`config.mk`:
```
export PLATFORM = sky130hd
export DESIGN_NAME = fifo_stream_reader
export DESIGN_NICKNAME = d
export VERILOG_FILES = /design/src/rtl/fifo_reader_pkg.sv /design/src/rtl/fifo_reader_skid.sv /design/src/rtl/fifo_stream_reader.sv
export SDC_FILE = /design/constraint.sdc
export NUM_CORES = 1
export LEC_CHECK = 0
export BUFFER_PORTS_ARGS = -buffer_cell sky130_fd_sc_hd__buf_2
export CORE_MARGIN = 2
export CORE_UTILIZATION = 49
export DETAILED_ROUTE_END_ITERATION = 6
export GPL_TIMING_DRIVEN = 0
export HOLD_SLACK_MARGIN = 0.06
export PLACE_DENSITY_LB_ADDON = 0.2
export SYNTH_ARGS = -nofsm -noshare
export SYNTH_HDL_FRONTEND = slang
export SYNTH_SLANG_ARGS = --single-unit
```
`constraint.sdc`:
```
create_clock -name clk -period 2.54 [get_ports clk]
set_input_delay 0.254 -clock clk [delete_from_list [all_inputs] [get_ports clk]]
set_output_delay 0.254 -clock clk [all_outputs]
set_load 0.02 [all_outputs]
```
`src/rtl/fifo_reader_pkg.sv`:
```
// fifo_reader_pkg: shared defaults and the skid-buffer occupancy encoding
package fifo_reader_pkg;
   localparam int FIFO_WIDTH_DEF = 16;
   localparam int CNT_WIDTH_DEF  = 32;
   typedef enum logic [1:0] {OCC_EMPTY, OCC_ONE, OCC_TWO} occ_e;
endpackage

```
`src/rtl/fifo_reader_skid.sv`:
```
// fifo_reader_skid: 2-entry skid buffer with occupancy FSM, slot0 is the stream head
//   push/push_data : word arriving from the FIFO this cycle
//   m_valid/m_ready/m_data : stream master side
//   pop : beat accepted this cycle, lvl : current occupancy 0..2
module fifo_reader_skid
   import fifo_reader_pkg::*;
#(
   parameter int W = FIFO_WIDTH_DEF
) (
   input  logic         clk,
   input  logic         rst_n,
   input  logic         push,
   input  logic [W-1:0] push_data,
   input  logic         m_ready,
   output logic         m_valid,
   output logic [W-1:0] m_data,
   output logic         pop,
   output logic [1:0]   lvl
);
   occ_e         occ_q, occ_d;
   logic [W-1:0] slot0_q, slot0_d, slot1_q, slot1_d;
   logic [1:0]   idx;
   assign lvl     = occ_q;
   assign m_valid = occ_q != OCC_EMPTY;
   assign m_data  = slot0_q;
   assign pop     = m_valid && m_ready;
   assign idx     = lvl - {1'b0, pop};
   always_comb begin
      slot0_d = pop ? slot1_q : slot0_q;
      slot1_d = slot1_q;
      // new word lands behind whatever survives this cycle's pop
      if (push && idx == 2'd0) slot0_d = push_data;
      if (push && idx != 2'd0) slot1_d = push_data;
      case (occ_q)
         OCC_EMPTY: occ_d = push ? OCC_ONE : OCC_EMPTY;
         OCC_ONE:   occ_d = (push && !pop) ? OCC_TWO : (!push && pop) ? OCC_EMPTY : OCC_ONE;
         OCC_TWO:   occ_d = (pop && !push) ? OCC_ONE : OCC_TWO;
         default:   occ_d = OCC_EMPTY;
      endcase
   end
   always_ff @(posedge clk or negedge rst_n) begin
      if (!rst_n) begin
         occ_q   <= OCC_EMPTY;
         slot0_q <= '0;
         slot1_q <= '0;
      end else begin
         occ_q   <= occ_d;
         slot0_q <= slot0_d;
         slot1_q <= slot1_d;
      end
   end
endmodule

```
`src/rtl/fifo_stream_reader.sv`:
```
// fifo_stream_reader: drains a 1-cycle-latency FIFO read port into a valid/ready stream
//   fifo_empty/fifo_underflow/fifo_data_out in, fifo_rd_en out : FIFO read side
//   m_valid/m_ready/m_data : stream master
//   rd_count/err_underflow : stats, live only with FIFO_READER_STATS_EN defined, else 0
module fifo_stream_reader
   import fifo_reader_pkg::*;
#(
   parameter int FIFO_WIDTH = FIFO_WIDTH_DEF,
   parameter int CNT_WIDTH  = CNT_WIDTH_DEF
) (
   input  logic                  clk,
   input  logic                  rst_n,
   input  logic                  fifo_empty,
   input  logic                  fifo_underflow,
   input  logic [FIFO_WIDTH-1:0] fifo_data_out,
   output logic                  fifo_rd_en,
   output logic                  m_valid,
   input  logic                  m_ready,
   output logic [FIFO_WIDTH-1:0] m_data,
   output logic [CNT_WIDTH-1:0]  rd_count,
   output logic                  err_underflow
);
   logic       rd_pending_q, rd_pending_d;
   logic       pop;
   logic [1:0] lvl;
   logic [2:0] credit;
   fifo_reader_skid #(.W(FIFO_WIDTH)) u_skid (
      .clk       (clk),
      .rst_n     (rst_n),
      .push      (rd_pending_q),
      .push_data (fifo_data_out),
      .m_ready   (m_ready),
      .m_valid   (m_valid),
      .m_data    (m_data),
      .pop       (pop),
      .lvl       (lvl)
   );
   // words held or in flight after this cycle; a new read is safe while that stays <= 1
   assign credit = {1'b0, lvl} + {2'b0, rd_pending_q} - {2'b0, pop};
   always_comb begin
      fifo_rd_en   = rst_n && !fifo_empty && credit <= 3'd1;
      rd_pending_d = fifo_rd_en;
   end
   always_ff @(posedge clk or negedge rst_n) begin
      if (!rst_n) rd_pending_q <= 1'b0;
      else rd_pending_q <= rd_pending_d;
   end
`ifdef FIFO_READER_STATS_EN
   logic [CNT_WIDTH-1:0] cnt_q, cnt_d;
   logic                 err_q, err_d;
   always_comb begin
      cnt_d = cnt_q + CNT_WIDTH'(pop);
      err_d = err_q || fifo_underflow;
   end
   always_ff @(posedge clk or negedge rst_n) begin
      if (!rst_n) begin
         cnt_q <= '0;
         err_q <= 1'b0;
      end else begin
         cnt_q <= cnt_d;
         err_q <= err_d;
      end
   end
   assign rd_count      = cnt_q;
   assign err_underflow = err_q;
`else
   logic unused_underflow;
   assign unused_underflow = fifo_underflow;
   assign rd_count         = '0;
   assign err_underflow    = 1'b0;
`endif
endmodule

```
==> flow_summary.yaml <==
floorplanning:
  initial_core_util: 0.513
  die_w_um: 66.4
  core_um2: 3720
  die_y_um: 66.4
  fp-row-count: 22
  ios: 72
  die_area_um2: 4410
power:
  p_switching_uw: 1010
  power_frac_clock: 0.178
  switching_share: 0.373
  power.density_nw_per_um2: 1080
  leakagePower_uw: 0.00130
  max-vdd-ir-drop_v: 0.000383
  p_total_uw: 2690
  cell_internal_pwr_uw: 1690
  p_seq_frac: 0.363
  p_comb_frac: 0.458
logic_synthesis:
  ys_seq_area_frac: 0.459
  synth_top_area_cell: "dfrtp_1"
  yosysTopAreaCellShare: 0.459
  netlist_area_um2: 1910
  ys_warn_count: 0
  synth_area_leaders: "dfrtp_1 (46%), buf_4 (13%), mux2_4 (7.9%)"
  synth_area_per_cell_um2: 10.4
  ys_seq_elements: 35
  synth.distinct_cells: 29
  syn_inst: 184
final_layout:
  final_cells: 317
  syn_to_final_growth_pct: 30.2
  final_util: 0.668
  drive_above_1_share: 0.439
  antenna_cells: 0
  layout_common_cells: "buf_4 (45), buf_2 (39), dfrtp_1 (35)"
  fillers: 312
  finalNetCount: 292
  final_common_cell: "buf_4"
grt:
  use_met1: 0.233
  use_met2: 0.313
  met3_usage: 0.0528
  grt-busiest-layer: "met2"
  grt_max_degree: 37
  grt_overflow: 0
  antenna_found_initial: 0
  grt_pass1_vias: 1345
  track_usage: 0.189
  grt_pass1_wl_mm: 6.13
cts:
  h-tree-depth: 2
  clock_path_buffers: 2
  cts_tree: "yes"
  cts.sinks: 35
  clock_latency_ns: 0.28
  cts_root_buf: "clkbuf_8"
  path_clk_slew_ns: 0.07
  cts_made_buffers: 5
setup_path:
  ff2ff_path_depth: 10
  path_delay_family: "adder cells"
  cp-end-kind: "output pin"
  cp_num_cells: 10
  slowest_delay_ns: 0.53
  arrival_ns: 2.24
  crit_fanout: 8
  worstPathRequired_ns: 2.29
  cp_slowest_cell: "fa_1"
  path_cells: "buf_6 > o21ai_4 > nor2_4 > or2_4 > ha_4 > inv_2 > fa_1 > nand2_1 > nor3_2 > buf_4"
  startpoint_type: "register"
  cp.buffers_inverters: 3
  critical_path_class: "register to output pin"
detailed_routing:
  dr.pass1.iters: 4
  drt-initial-drc-count: 78
  drc: 0
  via_per_inst: 4.54
  routedWlPerCell_um: 12.1
  num_vias: 1440
  ant_nets: 0
  drt-total-wl_mm: 3.82
placed_design:
  numPlacedInstances: 301
  portBuffers: 37
  routabilityCongestion: 0.739
  hpwl_mm: 2.63
  place_ws_ns: -0.00761
status:
  status: "finished, final reports clean"
timing:
  worst_pin_slew_ns: 0.781
  fin_skew_ns: 0.00226
  finalSetupViolCount: 0
  post-route-min-period_ns: 2.50
  slew_headroom: 0.480
  fmax_ghz: 0.400
  rsz0062_at_grt: "true"
  fin_crit_sh: 0.984
  worst_slack_ns: 0.0417
  hold_viol: 0
  slew_violations: 0
min_path:
  hold_class: "primary input to async pin"
run:
  drv_cap: 0
-- path summary, 6_finish.rpt --
| path | to | slack (ns) | startpoint |
|---|---|---|---|
| max | fifo_rd_en | 0.04 | u_skid.lvl[0] |
| min | u_skid.m_data[0] | 0.04 | rst_n |
| max reg2reg | rd_pending_q | 0.57 | u_skid.lvl[0] |
| min reg2reg | u_skid.slot1_q[6] | 0.50 | u_skid.slot1_q[6] |
| max in group asynchronous | u_skid.m_data[6] | 2.00 | rst_n |
| min in group clk | u_skid.slot1_q[0] | 0.21 | fifo_data_out[0] |
-- power by group through the flow --
stage	combinational, uW	sequential, uW	clock, uW
finish	1230	979	481
global route	1350	1010	511
CTS	1180	977	490
detailed placement	1140	988	0
global placement	1120	976	0
floorplan	693	1120	0
-- cell usage after synthesis (all sizes together) --
| cell | number |
|---|---|
| inv | 2 |
| nor3b | 1 |
| or2 | 2 |
| dfrtp | 35 |
| o21a | 1 |
| mux2 | 16 |
| conb | 1 |
| nor2b | 3 |
| fa | 1 |
| buf | 41 |
| clkbuf | 2 |
| a21oi | 1 |
| nor3 | 17 |
| o21ai | 6 |
| nand2 | 34 |
| ha | 1 |
| nor2 | 1 |
| a31oi | 16 |
| mux2i | 1 |
| nand2b | 1 |
| xor2 | 1 |
-- logic make-up (layout without fill, tap and decap cells) --
logic type,count (synthesis),in the layout,share of synthesized area
AOI/OAI and AO/OA,24,24,0.0826
xor gates and xnor gates,1,1,0.00459
adders and majority gates,2,2,0.0170
buffers and inverters,45,98,0.174
DFF,35,35,0.459
muxes,17,17,0.119
other,1,33,0.00197
and+or+nand+nor,59,59,0.141
-- registers in the layout, indices dropped and copies added, names as in the netlist --
| signal | cells |
|---|---|
| u_skid.m_data | 16 |
| u_skid.slot1_q | 16 |
| u_skid.lvl | 2 |
| rd_pending_q | 1 |
-- layout make-up --
cell class                 instances  area [um^2]  share of cell area
buffer                            42          320               0.129
clock inverter                     1         30.0              0.0121
inverter                           2         7.51             0.00302
clock buffer                       6         72.6              0.0292
tap                               48         60.1              0.0242
timing repair buffer              47          263               0.106
multi-input combinational        136          855               0.344
sequential                        35          876               0.353
-- stage by stage --
step	hold WS [ns]	cell area (um^2)	setup TNS, ns
global placement	0.377	2270	0
finish	0.0438	2480	0
global route	0.102	2480	-0.0855
CTS	0.0731	2420	0
detailed placement	0.379	2270	-0.00761
floorplan	-0.0416	2030	0
-- metal layers --
metal	part of all wire	routed length [um]	vias to the layer above
met5	0	0	-
met2	0.47	1800	55
li1	-	-	721
met4	0.022	85	0
met1	0.44	1680	657
met3	0.067	255	7
-- repair_timing --
item	4_1_cts	5_1_grt
endpoints found under the setup margin	1	1
pin swaps	1	5
resized for setup	6	5
hold buffers	0	0
setup buffers	4	6
No activity file was read; power rests on OpenSTA's default activity.
